### src/rtl/run_supervisor.sv
// Run controller for the processor Wrapper: holds it in reset, runs it, and
// ends the run on halt, bus stall or timeout while collecting activity stats.
//
// state | meaning
// IDLE  | waiting for start, Wrapper held in reset
// HOLD  | counting down the reset hold, Wrapper still in reset
// RUN   | Wrapper released, counting cycles and bus activity
// DONE  | run ended, statistics frozen until the next start
module run_supervisor #(
  parameter int CH_COUNT       = 4,
  parameter int CH_WIDTH       = 16,
  parameter int RESET_CYCLES   = 4,
  parameter int TIMEOUT_CYCLES = 5000,
  parameter int IDLE_CYCLES    = 256,
  parameter int CNT_W          = 32,
  localparam int CH_IDX_W      = (CH_COUNT > 1) ? $clog2(CH_COUNT) : 1
) (
  input  logic                         clock,
  input  logic                         reset,
  input  logic                         start,
  input  logic                         halt_i,
  input  logic [CH_COUNT*CH_WIDTH-1:0] watch_i,
  output logic                         dut_reset_o,
  output logic                         running_o,
  output logic                         done_o,
  output logic [1:0]                   reason_o,
  output logic [CNT_W-1:0]             cycle_count_o,
  output logic [CNT_W-1:0]             change_count_o,
  output logic [CH_IDX_W-1:0]          last_change_ch_o
);

  typedef enum logic [1:0] {
    S_IDLE = 2'd0,
    S_HOLD = 2'd1,
    S_RUN  = 2'd2,
    S_DONE = 2'd3
  } state_t;

  localparam logic [1:0] R_NONE    = 2'd0;
  localparam logic [1:0] R_HALT    = 2'd1;
  localparam logic [1:0] R_STALL   = 2'd2;
  localparam logic [1:0] R_TIMEOUT = 2'd3;

  localparam logic [CNT_W-1:0] HOLD_LOAD    = CNT_W'(RESET_CYCLES - 1);
  localparam logic [CNT_W-1:0] IDLE_LAST    = CNT_W'(IDLE_CYCLES - 1);
  localparam logic [CNT_W-1:0] TIMEOUT_LAST = CNT_W'(TIMEOUT_CYCLES - 1);

  state_t                       state_q, state_d;
  logic [CNT_W-1:0]             hold_q, hold_d;
  logic [CNT_W-1:0]             idle_q, idle_d;
  logic [CNT_W-1:0]             cyc_q, cyc_d;
  logic [CNT_W-1:0]             chg_cnt_q, chg_cnt_d;
  logic [1:0]                   reason_q, reason_d;
  logic [CH_IDX_W-1:0]          last_q, last_d;
  logic [CH_COUNT*CH_WIDTH-1:0] prev_q, prev_d;
  logic                         dut_reset_d, running_d, done_d;

  logic [CH_COUNT-1:0]          chg;
  logic                         any_chg;
  logic [CH_IDX_W-1:0]          low_idx;

  // Scanning from the top down leaves the lowest changed channel in low_idx.
  always_comb begin
    chg     = '0;
    low_idx = '0;
    for (int k = CH_COUNT - 1; k >= 0; k--) begin
      chg[k] = (watch_i[k*CH_WIDTH +: CH_WIDTH] != prev_q[k*CH_WIDTH +: CH_WIDTH]);
      if (chg[k]) begin
        low_idx = CH_IDX_W'(k);
      end
    end
    any_chg = |chg;
  end

  always_comb begin
    state_d   = state_q;
    hold_d    = hold_q;
    idle_d    = idle_q;
    cyc_d     = cyc_q;
    chg_cnt_d = chg_cnt_q;
    reason_d  = reason_q;
    last_d    = last_q;
    prev_d    = prev_q;

    case (state_q)
      S_IDLE, S_DONE: begin
        if (start) begin
          cyc_d     = '0;
          chg_cnt_d = '0;
          idle_d    = '0;
          reason_d  = R_NONE;
          last_d    = '0;
          hold_d    = HOLD_LOAD;
          state_d   = S_HOLD;
        end
      end
      S_HOLD: begin
        if (hold_q == '0) begin
          prev_d  = watch_i;
          state_d = S_RUN;
        end else begin
          hold_d = hold_q - 1'b1;
        end
      end
      S_RUN: begin
        cyc_d  = cyc_q + 1'b1;
        prev_d = watch_i;
        if (any_chg) begin
          if (chg_cnt_q != '1) begin
            chg_cnt_d = chg_cnt_q + 1'b1;
          end
          idle_d = '0;
          last_d = low_idx;
        end else begin
          idle_d = idle_q + 1'b1;
        end
        // End conditions use this cycle's pre-update counter values.
        if (halt_i) begin
          reason_d = R_HALT;
          state_d  = S_DONE;
        end else if (!any_chg && (idle_q == IDLE_LAST)) begin
          reason_d = R_STALL;
          state_d  = S_DONE;
        end else if (cyc_q == TIMEOUT_LAST) begin
          reason_d = R_TIMEOUT;
          state_d  = S_DONE;
        end
      end
      default: state_d = S_IDLE;
    endcase

    dut_reset_d = (state_d == S_IDLE) || (state_d == S_HOLD);
    running_d   = (state_d == S_RUN);
    done_d      = (state_d == S_DONE);
  end

  always_ff @(posedge clock) begin
    if (!reset) begin
      state_q     <= S_IDLE;
      hold_q      <= '0;
      idle_q      <= '0;
      cyc_q       <= '0;
      chg_cnt_q   <= '0;
      reason_q    <= R_NONE;
      last_q      <= '0;
      prev_q      <= '0;
      dut_reset_o <= 1'b1;
      running_o   <= 1'b0;
      done_o      <= 1'b0;
    end else begin
      state_q     <= state_d;
      hold_q      <= hold_d;
      idle_q      <= idle_d;
      cyc_q       <= cyc_d;
      chg_cnt_q   <= chg_cnt_d;
      reason_q    <= reason_d;
      last_q      <= last_d;
      prev_q      <= prev_d;
      dut_reset_o <= dut_reset_d;
      running_o   <= running_d;
      done_o      <= done_d;
    end
  end

  assign reason_o         = reason_q;
  assign cycle_count_o    = cyc_q;
  assign change_count_o   = chg_cnt_q;
  assign last_change_ch_o = last_q;

endmodule

### config.mk
export PLATFORM = sky130hd
export DESIGN_NAME = run_supervisor
export DESIGN_NICKNAME = d
export VERILOG_FILES = /design/src/rtl/run_supervisor.sv
export SDC_FILE = /design/constraint.sdc
export NUM_CORES = 1
export LEC_CHECK = 0
export BUFFER_PORTS_ARGS = -buffer_cell sky130_fd_sc_hd__buf_2
export CORE_ASPECT_RATIO = 0.75
export CORE_MARGIN = 2
export CORE_UTILIZATION = 50
export CTS_CLUSTER_SIZE = 8
export DETAILED_ROUTE_END_ITERATION = 16
export PLACE_DENSITY = 0.76
export SLEW_MARGIN = 20
export SYNTH_ARGS = -nofsm -noshare
export SYNTH_HDL_FRONTEND = slang
export SYNTH_SLANG_ARGS = --single-unit
### constraint.sdc
create_clock -name clock -period 4.96 [get_ports clock]
set_input_delay 0.992 -clock clock [delete_from_list [all_inputs] [get_ports clock]]
set_output_delay 0.992 -clock clock [all_outputs]
set_load 0.01 [all_outputs]
==> run_results.csv, run 1 <==
group,metric,value,unit
finish,drive_gt1_share,15.94,%
run_status,status,"finished, final reports clean",
pwr,peakVddDrop,0.0003034,V
drt,first_pass_iters,5,
placement,dp_hpwl,15.75,mm
critical_path,crit_fanout,12,
min_path,hp-class,"flip-flop to flip-flop",
drt,drt_iter0_drc,638,
finish,area_delta_synth_final,16.82,%
timing,rsz0062_at_grt,"no",
timing,fin_worst_skew,0.009344,ns
placement,gp_congestion,0.8622,
yosys,ys.flop_type,"dfxtp_1",
min_path,hold_depth,2,
cts,hold_buffers,0,
flow_run,cap_violations,0,
timing,hold_viol,0,
drt,vias,8517,
timing,relSlewSlack,30.75,%
cts,clockRootBuffer,"clkbuf_16",
timing,fmax,319.4,MHz
critical_path,timing.rr.start,"state_q[0]",
cts,worstSkewPairLatency,0.53,ns
timing,setup_viol,0,
timing,finalCritPeriodShare,63.13,%
critical_path,rrSetupSlack,1.90,ns
min_path,hp-start,"prev_q[10]",
yosys,seq_area_frac_synth,42.45,%
timing,tightest_slew,1.036,ns
yosys,synth-edff-count,0,
cts,htreeDepth,1,
die,io_pins,139,
yosys,syn_area,0.009479,mm2
cts,post_cts_buffers,0,
die,dieWidth,163.0,um
cts,cts_made_buffers,29,
timing,slew_violations,0,
finish,layout_common_cells,"201 x dfxtp_1, 190 x nand2_1, 138 x buf_2",
die,core,0.01851,mm2
yosys,synthArstFlopShare,0,%
cts,cts-resized-gates,0,
drt,vias_per_cell,5.556,
global_route,grtUsageTotal,22.74,%
critical_path,rr_worst_depth,7,
finish,layout.nets,1359,
critical_path,endpoint_kind,"flip-flop",
yosys,synth_seq_cells,201,
pwr,p_per_area,481.9,mW/mm2
finish,n_antenna_cell,0,
die,start_util,51.22,%
drt,finalWirelength,22.91,mm
pwr,leakagePower,0.003982,uW
drt,ant_nets,0,
cts,cts.reportedPaths.clkPinSlew,0.05,ns
drt,drcViolationCount,0,
global_route,grt_max_degree,73,
critical_path,path_depth,8,
global_route,grt_first_pass_wirelength,37.85,mm
cts,ctsLongestPathBuffers,3,
yosys,synth.distinct_cells,61,
placement,portBuffers,138,
yosys,syn-num-nets,1226,
critical_path,critical_path_class,"primary input to flip-flop",
die,die_area,0.02009,mm2
die,fp.dieH,123.2,um
critical_path,cp_num_buf_inv,1,
critical_path,cp-start-kind,"primary input",
critical_path,required,5.42,ns
timing,timing.setup.tns,0,ns
critical_path,cp.arrival,3.59,ns
critical_path,slowest_delay,0.81,ns
critical_path,slowest_stage,"o2111ai_1",
cts,cts_sinks,201,
global_route,grt_overflow,0,
cts,cts_tree,"built",
yosys,synth_cells,1152,
critical_path,worstSetupStartpoint,"watch_i[30]",
critical_path,crit_chain,"buf_2 -> xor2_1 -> nor4_1 -> and4_1 -> nand3_1 -> o2111ai_1 -> o21ai_0 -> a21oi_1",
die,core.rowCount,43,
timing,min_period,3.131,ns
finish,final_common_cell,"dfxtp_1",
drt,wire_per_inst,14.94,um
pwr,finalPower,5336,uW
global_route,antenna_found_initial,1,
yosys,avgSynthCellArea,8.228,um2
global_route,grt_pass1_vias,7597,
critical_path,critPathTopFamily,"simple AND/OR/NAND/NOR gates",
yosys,yosysWarnings,0,
through the flow:
stage / area, um2 / utilization (%) / worst slack, ns / std cells / hold WS, ns
global route: 11070 / 59.83 / 1.566 / 1533 / 0.4752
global placement: 10330 / 55.79 / 1.430 / 1501 / 0.4493
CTS: 11070 / 59.83 / 1.865 / 1533 / 0.4621
detailed placement: 10330 / 55.79 / 1.357 / 1501 / 0.4556
floorplan: 9479 / - / 2.133 / 1152 / 0.4436
finish: 11070 / 59.83 / 1.829 / 1533 / 0.4608
report_power, final:
| group | internal (uW) | switching, uW |
|---|---|---|
| sequential | 1860 | 168 |
| clock | 1020 | 664 |
| combinational | 605 | 1020 |
| total | 3480 | 1850 |
cell usage after synthesis, drive strengths merged, types with 5 or more instances:
cell,instances,area [um2]
nand4,43,269.0
o21ai,33,165.2
a21oi,101,509.2
nor2b,6,37.54
clkbuf,28,108.9
or3,28,177.7
o21a,5,37.54
and3,15,93.84
inv,20,75.07
or4,20,158.9
ha,6,75.07
buf,18,150.1
nand3,41,205.2
and4,6,52.55
or2,5,31.28
xor2,56,490.5
nor2,119,449.2
nor4,40,284.0
dfxtp,201,4024
xnor2,89,779.5
nor3,28,145.1
nor4b,6,52.55
o31ai,7,52.55
o211ai,8,60.06
nand2,191,724.4
worst min-delay path: cells and delay by family (launching register included):
family | cells | cell delay, ns
compound gates | 1 | 0.05
flops | 1 | 0.31
simple gates | 1 | 0.05
layer usage:
metal	up-vias	global-route usage, %	share of wire [%]
met3	39	4.260	6.4
met4	2	5.808	2.1
met1	3976	33.97	49
met2	229	33.71	43
li1	4271	-	-
met5	-	0	0.052
layout make-up:
| class | count | area [um2] |
|---|---|---|
| timing repair buffer | 149 | 773.2 |
| sequential | 201 | 4024 |
| fill | 1679 | 7435 |
| clock inverter | 2 | 17.52 |
| multi-input combinational | 884 | 5145 |
| clock buffer | 30 | 729.5 |
| tap | 247 | 309.0 |
| inverter | 20 | 75.07 |
sequential cells by signal (all words and copies together) (netlist names):
name,flops
prev_q,64
reason_o,2
change_count_o,32
running_o,1
idle_q,32
hold_q,32
cycle_count_o,32
state_q,2
last_change_ch_o,2
dut_reset_o,1
done_o,1
logic make-up after synthesis:
| kind of cell | synth area share [%] |
|---|---|
| buf+inv | 3.630 |
| simple gates | 29.42 |
| xor+xnor | 13.40 |
| fa+ha+maj | 0.7920 |
| compound gates | 9.768 |
| flops | 42.45 |
| mux | 0.5412 |
path summary, 6_finish.rpt:
check                       end
max          change_count_o[28]
min                  prev_q[10]
max reg2reg  change_count_o[28]
min reg2reg          prev_q[10]
(Power assumes the default switching activity.)
==> run 2: changes to the inputs <==
==> constraint.sdc (replaced) <==
create_clock -name clock -period 2.94 [get_ports clock]
set_input_delay 0.588 -clock clock [delete_from_list [all_inputs] [get_ports clock]]
set_output_delay 0.588 -clock clock [all_outputs]
set_load 0.01 [all_outputs]
==> run 2 against run 1 <==
Combinational power up 83%. Routed wire length up 1.6%. Global-route usage up 0.38 points. Non-clock buffer count up 25. Register-to-register slack worse by 1.8 ns. Final cell count up 1.8%. Critical path depth down 1. Sequential power up 69%. Largest cell class unchanged.
==> run_results.csv, run 2 (same netlist as run 1, synthesis figures left out) <==
group,metric,value,unit
critical_path,timing.rr.start,"hold_q[5]",
critical_path,crit_fanout,23,
drt,wire_per_inst,14.92,um
timing,finalCritPeriodShare,95.10,%
drt,ant_nets,0,
timing,setup_viol,0,
timing,timing.setup.tns,0,ns
global_route,grt_max_degree,36,
timing,whs,0.3251,ns
finish,area_delta_synth_final,19.18,%
drt,finalWirelength,23.28,mm
cts,cts-resized-gates,0,
critical_path,slowest_delay,0.60,ns
pwr,peakVddDrop,0.0004261,V
critical_path,path_depth,7,
cts,post_cts_buffers,0,
cts,cts_made_buffers,29,
critical_path,required,3.33,ns
drt,drcViolationCount,0,
cts,ctsLongestPathBuffers,3,
critical_path,cp_num_buf_inv,1,
drt,first_pass_iters,5,
drt,drt_iter0_drc,621,
die,core,0.01851,mm2
critical_path,rr_worst_depth,7,
run_status,status,"finished, final reports clean",
global_route,grt_pass1_vias,7927,
global_route,grt_first_pass_wirelength,38.36,mm
placement,pre_cts_slack,0.1631,ns
global_route,grtUsageTotal,23.12,%
finish,postLayoutCoreUtil,61.04,%
min_path,hp-class,"primary input to flip-flop",
die,dieWidth,163.0,um
die,start_util,51.22,%
critical_path,worstSetupStartpoint,"hold_q[5]",
placement,portBuffers,138,
die,core.rowCount,43,
timing,fin_worst_skew,0.01693,ns
timing,hold_viol,0,
timing,tightest_slew,0.6816,ns
global_route,grt_overflow,0,
critical_path,critical_path_class,"flip-flop to flip-flop",
critical_path,slowest_stage,"or4_4",
timing,slew_violations,0,
placement,gp_congestion,0.8559,
cts,worstSkewPairLatency,0.52,ns
critical_path,critPathTopFamily,"simple AND/OR/NAND/NOR gates",
global_route,antenna_found_initial,4,
drt,vias_per_cell,5.523,
die,die_area,0.02009,mm2
finish,largest_reg_flops,64,
placement,dp_hpwl,16.36,mm
finish,layout_common_cells,"201 x dfxtp_1, 190 x nand2_1, 138 x buf_2",
cts,clockRootBuffer,"clkbuf_16",
finish,final_common_cell,"dfxtp_1",
min_path,hp-start,"watch_i[0]",
cts,hold_buffers,0,
die,io_pins,139,
timing,timing.final.ws_setup,0.1441,ns
cts,cts.reportedPaths.clkPinSlew,0.05,ns
critical_path,crit_top_cell,"or4_4",
critical_path,rrSetupSlack,0.14,ns
critical_path,crit_end,"prev_q[30]",
timing,rsz0062_at_grt,"no",
finish,drive_gt1_share,17.48,%
finish,layout.nets,1384,
finish,largest_register,"prev_q",
cts,htreeDepth,1,
timing,min_period,2.796,ns
min_path,hold_depth,3,
timing,relSlewSlack,54.39,%
critical_path,cp.arrival,3.18,ns
die,fp.dieH,123.2,um
drt,vias,8616,
cts,cts_sinks,201,
timing,fmax,357.7,MHz
finish,fill_cells,1639,
critical_path,timing.rr.end,"prev_q[30]",
critical_path,crit_chain,"or4_4 -> or4_4 -> nor4_4 -> a21oi_4 -> buf_4 -> nand2_1 -> a21oi_1",
critical_path,endpoint_kind,"flip-flop",
pwr,leakagePower,0.004109,uW
critical_path,cp-start-kind,"flip-flop",
flow_run,cap_violations,0,
cts,cts_tree,"built",
pwr,p_per_area,814.0,mW/mm2
run 2: cell count changes in the layout (fill, tap and decap cells not counted):
cell,previous run,this run
inv_6,1,0
diode_2,0,3
buf_4,11,33
buf_12,0,3
run 2: layer usage:
metal	up-vias	GRT usage, %	wire, um
met5	-	0	13
met4	2	6.361	519
met3	41	4.965	1761
met2	270	35.83	9970
met1	3980	32.72	11020
li1	4323	-	-
run 2: worst min path at each step:
stage	slack, ns	endpoint
after floorplan	0.44	prev_q[16]
final	0.33	prev_q[0]
after CTS	0.32	prev_q[0]
after global placement	0.45	prev_q[17]
after detailed placement	0.46	prev_q[45]
after global routing	0.32	prev_q[0]
run 2: worst min-delay path, stage by stage:
cell and delay, ns:
buf_2 0.11, nand2_1 0.05, a21oi_1 0.05
run 2: stage by stage:
stage / power [uW] / area [um2] / instances
after global routing: 9750 / 11290 / 1559
final: 9196 / 11300 / 1560
after detailed placement: 6386 / 10550 / 1526
after CTS: 9236 / 11290 / 1557
after global placement: 6300 / 10550 / 1526
after floorplan: 5692 / 9479 / 1152
run 2: cell type report:
| type | count | area [um2] | area share [%] |
|---|---|---|---|
| clock inverter | 1 | 8.758 | 0.07753 |
| antenna | 3 | 7.507 | 0.06645 |
| multi-input combinational | 884 | 5145 | 45.54 |
| sequential | 201 | 4024 | 35.62 |
| clock buffer | 30 | 729.5 | 6.457 |
| tap | 247 | 309.0 | 2.736 |
| timing repair buffer | 174 | 998.5 | 8.838 |
| inverter | 20 | 75.07 | 0.6645 |
run 2: report_power, final:
| part | internal, uW | switching, uW |
|---|---|---|
| logic | 1180 | 1800 |
| registers | 3130 | 281 |
| clock network | 1720 | 1090 |
| total | 6030 | 3170 |
==> run 3: changes to the inputs <==
--- a/config.mk
+++ b/config.mk
@@ -5,13 +5,14 @@
 export SDC_FILE = /design/constraint.sdc
 export NUM_CORES = 1
 export LEC_CHECK = 0
+export ABC_AREA = 1
 export BUFFER_PORTS_ARGS = -buffer_cell sky130_fd_sc_hd__buf_2
 export CORE_ASPECT_RATIO = 0.75
 export CORE_MARGIN = 2
 export CORE_UTILIZATION = 50
 export CTS_CLUSTER_SIZE = 8
 export DETAILED_ROUTE_END_ITERATION = 16
-export PLACE_DENSITY = 0.76
+export PLACE_DENSITY = 0.8
 export SLEW_MARGIN = 20
 export SYNTH_ARGS = -nofsm -noshare
 export SYNTH_HDL_FRONTEND = slang
==> run 3 against run 2 <==
Area after synthesis up 16%. Combinational power up 25%. Power up 7.5%. Die area up 15%. Sequential share of layout area down 3.8 points. Largest power group is now combinational logic. Highest routed layer unchanged.
==> run_results.csv, run 3 <==
group,metric,value,unit
yosys,synthTopCellsByArea,"dfxtp_1 37%, nand2_1 12%, nor2_1 9.7%, inv_1 7.5%, a21oi_1 5.1%",
timing,timing.setup.tns,0,ns
yosys,ys.flop_type,"dfxtp_1",
min_path,hold-path-endpoint,"prev_q[53]",
critical_path,cp_num_buf_inv,3,
global_route,grtUsageTotal,23.25,%
die,core.rowCount,46,
timing,hold_viol,0,
finish,layout.nets,1876,
finish,fill_cells,1971,
yosys,synthTopCellsByCount,"349 x nand2_1, 283 x nor2_1, 220 x inv_1",
global_route,grt_max_degree,96,
drt,drcViolationCount,0,
timing,setup_viol,0,
critical_path,slowest_stage,"ha_1",
timing,whs,0.2935,ns
finish,drive_gt1_share,13.03,%
timing,finalCritPeriodShare,89.98,%
critical_path,crit_top_cell,"nor2_1",
critical_path,critPathTopFamily,"simple AND/OR/NAND/NOR gates",
yosys,syn-num-nets,1742,
critical_path,required,3.33,ns
placement,pre_cts_slack,0.08906,ns
die,start_util,51.42,%
critical_path,cp-start-kind,"flip-flop",
timing,tightest_slew,0.7980,ns
cts,clockRootBuffer,"clkbuf_16",
finish,layout_common_cells,"349 x nand2_1, 283 x nor2_1, 219 x inv_1",
die,dieWidth,174.9,um
timing,fmax,378.0,MHz
critical_path,slowest_delay,0.40,ns
drt,ant_nets,0,
timing,min_period,2.645,ns
cts,cts_sinks,201,
yosys,yosysTopAreaCell,"dfxtp_1",
yosys,yosysMostFrequentCell,"nand2_1",
placement,portBuffers,138,
cts,cts.reportedPaths.clkPinSlew,0.05,ns
drt,vias_per_cell,5.197,
timing,fin_worst_skew,0.02824,ns
min_path,hold_depth,3,
drt,drt_iter0_drc,889,
pwr,peakVddDrop,0.0006583,V
critical_path,worstSetupStartpoint,"state_q[0]",
flow_run,cap_violations,0,
yosys,synth_cells,1668,
yosys,synth.distinct_cells,48,
timing,slew_violations,0,
die,fp.dieH,132.2,um
cts,cts_made_buffers,29,
finish,area_delta_synth_final,15.39,%
global_route,grt_first_pass_wirelength,45.75,mm
critical_path,crit_fanout,11,
cts,post_cts_buffers,0,
cts,worstSkewPairLatency,0.55,ns
finish,final_common_cell,"nand2_1",
die,io_pins,139,
die,die_area,0.02311,mm2
drt,finalWirelength,27.46,mm
finish,largest_register,"prev_q",
yosys,syn_area,0.01095,mm2
yosys,yosysWarnings,0,
cts,cts-resized-gates,0,
yosys,seq_area_frac_synth,36.75,%
cts,ctsLongestPathBuffers,3,
yosys,synth-edff-count,0,
critical_path,timing.rr.start,"state_q[0]",
global_route,grt_pass1_vias,9758,
global_route,grt_overflow,0,
die,core,0.02130,mm2
placement,dp_hpwl,19.73,mm
pwr,p_per_area,782.1,mW/mm2
run_status,status,"finished, final reports clean",
critical_path,cp.arrival,3.03,ns
cts,htreeDepth,1,
min_path,hp-class,"primary input to flip-flop",
timing,timing.final.ws_setup,0.2947,ns
critical_path,critical_path_class,"flip-flop to flip-flop",
pwr,leakagePower,0.005663,uW
global_route,antenna_found_initial,3,
critical_path,rr_worst_depth,12,
cts,cts_tree,"built",
drt,wire_per_inst,13.12,um
critical_path,endpoint_kind,"flip-flop",
critical_path,timing.rr.end,"idle_q[25]",
timing,relSlewSlack,46.31,%
yosys,synth_seq_cells,201,
cts,hold_buffers,0,
drt,vias,10880,
finish,largest_reg_flops,64,
yosys,avgSynthCellArea,6.565,um2
drt,first_pass_iters,5,
min_path,hp-start,"watch_i[53]",
placement,gp_congestion,0.9555,
yosys,synthArstFlopShare,0,%
yosys,synth_top_area_share,36.75,%
timing,rsz0062_at_grt,"no",
critical_path,rrSetupSlack,0.29,ns
critical_path,crit_chain,"inv_1 -> ha_1 -> nand2_2 -> inv_2 -> nor2_4 -> buf_4 -> nand4_4 -> nor3_4 -> nand4_1 -> nor2_1 -> xnor2_1 -> nor2_1",
## run 3: area by class of cell
type / count / area, um2 / area share [%]
antenna: 2 / 5.005 / 0.03961
clock buffer: 30 / 729.5 / 5.773
clock inverter: 2 / 17.52 / 0.1386
inverter: 227 / 852.1 / 6.743
multi-input combinational: 1190 / 5844 / 46.25
sequential: 201 / 4024 / 31.84
tap: 288 / 360.3 / 2.852
timing repair buffer: 153 / 803.3 / 6.357
## run 3: worst max-delay path by stage
| stage | to | slack, ns | cells after the start |
|---|---|---|---|
| after floorplan | cycle_count_o[31] | 0.87 | 14 |
| after global placement | idle_q[16] | 0.16 | 11 |
| after detailed placement | idle_q[21] | 0.09 | 11 |
| after CTS | idle_q[25] | 0.29 | 12 |
| after global routing | idle_q[25] | 0.05 | 12 |
| final | idle_q[25] | 0.29 | 12 |
## run 3: stage by stage
stage / total power, uW / cells / utilization [%] / area (um2)
2_1_floorplan: 6218 / 1668 / - / 10950
3_3_place_gp: 6917 / 2059 / 55.80 / 11880
3_5_place_dp: 7001 / 2059 / 55.80 / 11880
4_1_cts: 9883 / 2091 / 59.31 / 12630
5_1_grt: 10620 / 2091 / 59.31 / 12630
6_report: 9882 / 2093 / 59.34 / 12640
## run 3: where the power goes
part / total, uW / internal [uW] / switching (uW)
Clock: 2860 / 1720 / 1140
Sequential: 3300 / 3060 / 240
Combinational: 3730 / 1160 / 2570
## run 3: cell families (layout without fill, tap and decap cells)
family,after synthesis,in the layout,share of synthesized area (%)
other,0,2,0
AO/OA/AOI/OAI,241,241,11.69
buffers and inverters,277,412,9.986
XOR/XNOR,70,70,5.599
AND/OR/NAND/NOR,873,873,35.29
adder cells (fa/ha/maj),6,6,0.6855
flip-flops,201,201,36.75
## run 3: routing by layer
metal | track usage, % | up-vias | wire length, um
met1 | 32.32 | 4859 | 12640
li1 | - | 5618 | -
met5 | 0 | - | 11
met4 | 5.741 | 2 | 452
met2 | 36.01 | 358 | 11910
met3 | 5.998 | 41 | 2448
## run 3: worst min-delay path, stage by stage
cell    delay (ns)
buf_2         0.10
nor2_1        0.04
nor2_1        0.06
